### src/rtl/copperv_bus_pkg.sv
// Shared types and defaults for the copperv memory bus.
// Monitors and bus models reuse these so field widths stay consistent.
package copperv_bus_pkg;

    localparam int unsigned DEFAULT_ADDR_WIDTH = 32;
    localparam int unsigned DEFAULT_DATA_WIDTH = 32;

    typedef enum logic {
        SRC_IR = 1'b0,
        SRC_DR = 1'b1
    } rd_src_t;

endpackage

### src/rtl/copperv_tag_fifo.sv
// Small synchronous FIFO for tracking transaction tags in request order.
// Writes when full and reads when empty are ignored.
module copperv_tag_fifo #(
    parameter int unsigned DEPTH = 4,
    parameter int unsigned WIDTH = 1
) (
    input  logic                     clk,
    input  logic                     rst,
    input  logic                     push,
    input  logic                     pop,
    input  logic [WIDTH-1:0]         din,
    output logic [WIDTH-1:0]         dout,
    output logic                     full,
    output logic                     empty,
    output logic [$clog2(DEPTH):0]   count
);

    localparam int unsigned PW = $clog2(DEPTH);
    localparam logic [PW:0] FULL_COUNT = DEPTH[PW:0];

    logic [WIDTH-1:0] mem_q [DEPTH];
    logic [PW-1:0]    wr_ptr_q;
    logic [PW-1:0]    rd_ptr_q;
    logic [PW:0]      count_q;
    logic             do_push;
    logic             do_pop;

    assign full    = (count_q == FULL_COUNT);
    assign empty   = (count_q == '0);
    assign do_push = push && !full;
    assign do_pop  = pop && !empty;
    assign dout    = mem_q[rd_ptr_q];
    assign count   = count_q;

    // Storage is not reset; only pointers and occupancy matter.
    always_ff @(posedge clk) begin
        if (do_push) begin
            mem_q[wr_ptr_q] <= din;
        end
    end

    always_ff @(posedge clk or posedge rst) begin
        if (rst) begin
            wr_ptr_q <= '0;
            rd_ptr_q <= '0;
            count_q  <= '0;
        end else begin
            if (do_push) begin
                wr_ptr_q <= wr_ptr_q + 1'b1;
            end
            if (do_pop) begin
                rd_ptr_q <= rd_ptr_q + 1'b1;
            end
            if (do_push && !do_pop) begin
                count_q <= count_q + 1'b1;
            end else if (do_pop && !do_push) begin
                count_q <= count_q - 1'b1;
            end
        end
    end

endmodule

### src/rtl/copperv_read_arbiter.sv
// Shares one memory read port between the instruction and data read channels.
// Round-robin address arbitration with grant lock; in-order responses routed by tag.
module copperv_read_arbiter
    import copperv_bus_pkg::*;
#(
    parameter int unsigned ADDR_WIDTH      = DEFAULT_ADDR_WIDTH,
    parameter int unsigned DATA_WIDTH      = DEFAULT_DATA_WIDTH,
    parameter int unsigned MAX_OUTSTANDING = 4
) (
    input  logic                              clk,
    input  logic                              rst,
    input  logic                              ir_addr_valid,
    output logic                              ir_addr_ready,
    input  logic [ADDR_WIDTH-1:0]             ir_addr,
    output logic                              ir_data_valid,
    input  logic                              ir_data_ready,
    output logic [DATA_WIDTH-1:0]             ir_data,
    input  logic                              dr_addr_valid,
    output logic                              dr_addr_ready,
    input  logic [ADDR_WIDTH-1:0]             dr_addr,
    output logic                              dr_data_valid,
    input  logic                              dr_data_ready,
    output logic [DATA_WIDTH-1:0]             dr_data,
    output logic                              mem_addr_valid,
    input  logic                              mem_addr_ready,
    output logic [ADDR_WIDTH-1:0]             mem_addr,
    input  logic                              mem_data_valid,
    output logic                              mem_data_ready,
    input  logic [DATA_WIDTH-1:0]             mem_data,
    output logic [$clog2(MAX_OUTSTANDING):0]  outstanding,
    output logic                              err_unexpected_resp
);

    rd_src_t sel;
    rd_src_t lock_src_q;
    rd_src_t last_grant_q;
    rd_src_t head_src;
    logic    lock_q;
    logic    err_q;
    logic    sel_valid;
    logic    push;
    logic    pop;
    logic    full;
    logic    empty;
    logic    push_tag;
    logic    head_tag;

    always_comb begin
        sel = SRC_IR;
        if (lock_q) begin
            sel = lock_src_q;
        end else if (ir_addr_valid && !dr_addr_valid) begin
            sel = SRC_IR;
        end else if (dr_addr_valid && !ir_addr_valid) begin
            sel = SRC_DR;
        end else if (ir_addr_valid && dr_addr_valid) begin
            sel = (last_grant_q == SRC_DR) ? SRC_IR : SRC_DR;
        end
    end

    assign sel_valid      = (sel == SRC_DR) ? dr_addr_valid : ir_addr_valid;
    assign mem_addr_valid = !rst && sel_valid && !full;
    assign mem_addr       = (sel == SRC_DR) ? dr_addr : ir_addr;
    assign ir_addr_ready  = mem_addr_valid && mem_addr_ready && (sel == SRC_IR);
    assign dr_addr_ready  = mem_addr_valid && mem_addr_ready && (sel == SRC_DR);
    assign push           = mem_addr_valid && mem_addr_ready;
    assign push_tag       = sel;

    // Tags pushed this cycle are not visible to routing until the next one.
    assign head_src = rd_src_t'(head_tag);

    always_comb begin
        ir_data_valid  = 1'b0;
        dr_data_valid  = 1'b0;
        mem_data_ready = 1'b0;
        if (!rst && !empty) begin
            if (head_src == SRC_IR) begin
                ir_data_valid  = mem_data_valid;
                mem_data_ready = ir_data_ready;
            end else begin
                dr_data_valid  = mem_data_valid;
                mem_data_ready = dr_data_ready;
            end
        end
    end

    assign pop                 = mem_data_valid && mem_data_ready;
    assign ir_data             = mem_data;
    assign dr_data             = mem_data;
    assign err_unexpected_resp = err_q;

    always_ff @(posedge clk or posedge rst) begin
        if (rst) begin
            lock_q       <= 1'b0;
            lock_src_q   <= SRC_IR;
            last_grant_q <= SRC_DR;
            err_q        <= 1'b0;
        end else begin
            if (push) begin
                lock_q       <= 1'b0;
                last_grant_q <= sel;
            end else if (mem_addr_valid) begin
                lock_q     <= 1'b1;
                lock_src_q <= sel;
            end
            if (mem_data_valid && empty) begin
                err_q <= 1'b1;
            end
        end
    end

    copperv_tag_fifo #(
        .DEPTH (MAX_OUTSTANDING),
        .WIDTH (1)
    ) u_tag_fifo (
        .clk   (clk),
        .rst   (rst),
        .push  (push),
        .pop   (pop),
        .din   (push_tag),
        .dout  (head_tag),
        .full  (full),
        .empty (empty),
        .count (outstanding)
    );

endmodule

### config.mk
export PLATFORM = sky130hd
export DESIGN_NAME = copperv_read_arbiter
export DESIGN_NICKNAME = d
export VERILOG_FILES = /design/src/rtl/copperv_bus_pkg.sv /design/src/rtl/copperv_tag_fifo.sv /design/src/rtl/copperv_read_arbiter.sv
export SDC_FILE = /design/constraint.sdc
export NUM_CORES = 1
export LEC_CHECK = 0
export CAP_MARGIN = 10
export CORE_ASPECT_RATIO = 0.7
export CORE_MARGIN = 1.5
export CORE_UTILIZATION = 30
export DETAILED_ROUTE_END_ITERATION = 8
export PLACE_DENSITY = 0.89
export SLEW_MARGIN = 5
export SYNTH_ARGS = -nofsm -noshare
export SYNTH_HDL_FRONTEND = slang
export SYNTH_SLANG_ARGS = --single-unit
### constraint.sdc
create_clock -name clk -period 4.26 [get_ports clk]
set_input_delay 0.852 -clock clk [delete_from_list [all_inputs] [get_ports clk]]
set_output_delay 0.852 -clock clk [all_outputs]
set_load 0.05 [all_outputs]
==> Implementation_results.wiki <==
{| class="wikitable"
! Metric !! Value
|-
| Class of the worst hold path || reg2reg
|-
| Total number of placement rows || 23
|-
| Required arrival time at the worst endpoint || 3.41 ns
|-
| Switching power as a share of total power || 53.4%
|-
| Count of endpoints failing hold in the final timing report || 0
|-
| Number of levels the H-tree was split into || 1
|-
| Synthesized net count || 281
|-
| Synth Cell Area || 1780 um^2
|-
| Worst hold margin || 0.476 ns
|-
| Final-layout setup total negative slack || 0 ns
|-
| ANT nets after route || 0
|-
| Async S/R FF share, synth || 73.3%
|-
| Flip-flop and latch count after synthesis || 15
|-
| # hold bufs at CTS || 0
|-
| Via-to-Cell Ratio || 4.36
|-
| Final setup violation count || 0
|-
| Post-layout net count || 334
|-
| Distinct cell type count after synthesis || 35
|-
| Flip-flop cell with the highest count after synthesis || sky130_fd_sc_hd__dfrtp_1
|-
| Root buffer cell || sky130_fd_sc_hd__clkbuf_8
|-
| Overall die area || 6430 um^2
|-
| Number of antenna violations at the first check in global routing || 0
|-
| Utilization of the core after routing || 43.3%
|-
| First-pass GRT wire length || 5.63 mm
|-
| Largest net degree at the start of global routing || 33
|-
| Total congestion overflow || 0
|-
| Total Power || 1.69 mW
|-
| Seq pwr share || 16.7%
|-
| VDD IR max || 0.000419 V
|-
| Post-detail-place hpwl || 3.56 mm
|-
| Setup repair after global routing missed its margin || false
|-
| Floorplan die width || 95.2 um
|-
| Layout cell share with drive strength beyond 1 || 38.6%
|-
| Post-cts gate resize count || 0
|-
| Max-Slew Margin vs Limit || 65.2%
|-
| Area growth from synthesis to layout || 39.1%
|-
| Setup clock skew after layout || 0.00578 ns
|-
| Startpoint type of the worst setup path || input pin
|-
| Switch Pwr || 0.905 mW
|-
| Top-Level Pins || 210
|-
| Number of design rule violations left after detail routing || 0
|-
| Post-synth EDFFs || 4
|-
| Cell with the largest stage delay on the worst path || sky130_fd_sc_hd__clkdlybuf4s50_1
|-
| R2r startpoint || u_tag_fifo.rd_ptr_q[1]
|-
| Critical path peak fanout || 6
|-
| Post-Route WL || 4.28 mm
|-
| Clock net sink count || 15
|-
| Number of buffers inserted to repair setup after CTS || 0
|-
| Clock group share of total power || 6.7%
|-
| Number of port buffers || 113
|-
| Via count || 1298
|-
| Post-place instance area || 2440 um^2
|-
| Vertical die dimension || 67.5 um
|-
| Most frequent cells in the layout || sky130_fd_sc_hd__clkdlybuf4s50_1, sky130_fd_sc_hd__buf_4, sky130_fd_sc_hd__mux2_2, sky130_fd_sc_hd__dfrtp_1
|-
| Critical Path AT || 2.87 ns
|-
| Lkg Pwr || 1.03 nW
|-
| Slew Viols, Final || 0
|-
| CTS Buf Count || 3
|-
| Most used cell along the critical path || sky130_fd_sc_hd__clkdlybuf4s50_1
|-
| Drt first-iter violations || 12
|-
| Worst Max-Slew Pin Slew || 0.520 ns
|-
| Family of cells with the greatest summed delay on the critical path || buffers and inverters
|-
| Sort of element at the end of the critical path || output port
|-
| Delay of the slowest cell on the worst path || 0.81 ns
|-
| Average size of a mapped cell || 10.4 um^2
|-
| Final period demand of the worst path || 3.72 ns
|-
| PD cells || 682 nW/um^2
|-
| Filler Cells Inserted || 551
|-
| Buffers and inverters on the worst path || 2
|-
| Proportion of synthesized chip area in sequential cells || 22.2%
|-
| Crit Path Category || in2out
|-
| Worst Min Path Start || err_unexpected_resp
|-
| Wire length per cell || 14.4 um
|-
| Most common library cell in the layout ignoring fill and taps || sky130_fd_sc_hd__clkdlybuf4s50_1
|-
| Run status || finished clean
|-
| Antenna diode count || 0
|-
| Fmax achieved || 0.269 GHz
|-
| Core Box Area || 5730 um^2
|-
| Maximum Capacitance Violations || 0
|-
| CTS tree || built
|-
| Clock-pin slew reported for the worst setup and hold paths after clock tree synthesis || 0.06 ns
|-
| Share of total power in combinational logic || 76.7%
|-
| Final period util || 87.3%
|-
| Clock network latency to the later pin of the worst-skew pair || 0.25 ns
|-
| Global Route Usage Sum || 11.5%
|-
| Gate Count Post-Synth || 171
|-
| Ordered list of cells on the worst path || clkdlybuf4s50_1, or3b_4, and2b_2, clkdlybuf4s50_1
|-
| Internal Dissipation || 0.789 mW
|-
| Vias in the first global route || 1152
|-
| Synth warn || 0
|-
| Initial Utilization || 31.2%
|-
| Design area || 2480 um^2
|-
| Timing startpoint of the critical path || rst
|-
| Final estimated routing congestion in global placement || 0.860
|-
| Number of optimization iterations in the first detailed-route pass || 3
|-
| Max clock buf depth || 2
|}
[power by group through the flow]
stage	clock network (mW)	logic [mW]	registers, mW
after global placement	0	1.29	0.283
after CTS	0.118	1.31	0.283
after detailed placement	0	1.31	0.284
after global routing	0.125	1.36	0.293
final	0.113	1.30	0.282
after floorplan	0	1.07	0.337
[cell usage after synthesis (2+ instances only)]
cell type / instances / area share (%)
sky130_fd_sc_hd__and2_1: 3 / 1.1
sky130_fd_sc_hd__buf_4: 64 / 27
sky130_fd_sc_hd__nor3_1: 3 / 0.84
sky130_fd_sc_hd__buf_6: 3 / 1.9
sky130_fd_sc_hd__edfxtp_1: 4 / 6.7
sky130_fd_sc_hd__ha_1: 5 / 3.5
sky130_fd_sc_hd__mux2_2: 33 / 21
sky130_fd_sc_hd__nor2_1: 3 / 0.63
sky130_fd_sc_hd__o41ai_1: 2 / 0.98
sky130_fd_sc_hd__nand2_1: 3 / 0.63
sky130_fd_sc_hd__inv_1: 6 / 1.3
sky130_fd_sc_hd__xnor2_1: 2 / 0.98
sky130_fd_sc_hd__xor2_1: 3 / 1.5
sky130_fd_sc_hd__dfrtp_1: 10 / 14
sky130_fd_sc_hd__o31ai_1: 2 / 0.84
sky130_fd_sc_hd__mux2i_1: 6 / 3.4
[registers in the layout, indices dropped and copies added (netlist names)]
register	count
u_tag_fifo.mem_q	4
u_tag_fifo.count	3
u_tag_fifo.rd_ptr_q	2
u_tag_fifo.wr_ptr_q	2
err_unexpected_resp	1
last_grant_q	1
lock_q	1
lock_src_q	1
[per-stage QoR]
stage,worst slack [ns],instances
2_1_floorplan,0.919,171
3_3_place_gp,0.566,294
3_5_place_dp,0.521,294
4_1_cts,0.529,298
5_1_grt,0.473,298
6_report,0.540,298
[cell families after synthesis]
| family | synth area share (%) |
|---|---|
| adder cells (fa/ha/maj) | 4.63 |
| flip-flops | 22.2 |
| XOR/XNOR | 2.45 |
| multiplexers | 25.0 |
| AO/OA/AOI/OAI | 6.45 |
| AND/OR/NAND/NOR | 9.12 |
| buffers and inverters | 30.1 |
[final timing paths]
| path | to | cells past startpoint | slack [ns] |
|---|---|---|---|
| max in group asynchronous | last_grant_q | 3 | 2.96 |
| hold / removal | err_unexpected_resp | 1 | 0.48 |
| min in group asynchronous | lock_src_q | 3 | 1.07 |
| setup / recovery | dr_data_valid | 4 | 0.54 |
| setup reg to reg | u_tag_fifo.count[2] | 10 | 1.79 |
| hold reg to reg | err_unexpected_resp | 1 | 0.48 |
[cell type report]
cell class                      instances  area [um^2]  area share [%]
Multi-Input combinational cell         83          851            34.3
Clock buffer                            4         45.0            1.81
Tap cell                               75         93.8            3.78
Inverter                                6         22.5           0.907
Timing Repair Buffer                  115         1070            43.2
Sequential cell                        15          397            16.0
[layer usage]
layer	up-vias	GRT usage, %	share of wire, %
li1	624	-	-
met1	595	15.2	43
met2	71	16.4	45
met3	8	5.29	12
met4	0	4.10	0.89
met5	-	0	0
(Power assumes the default switching activity.)
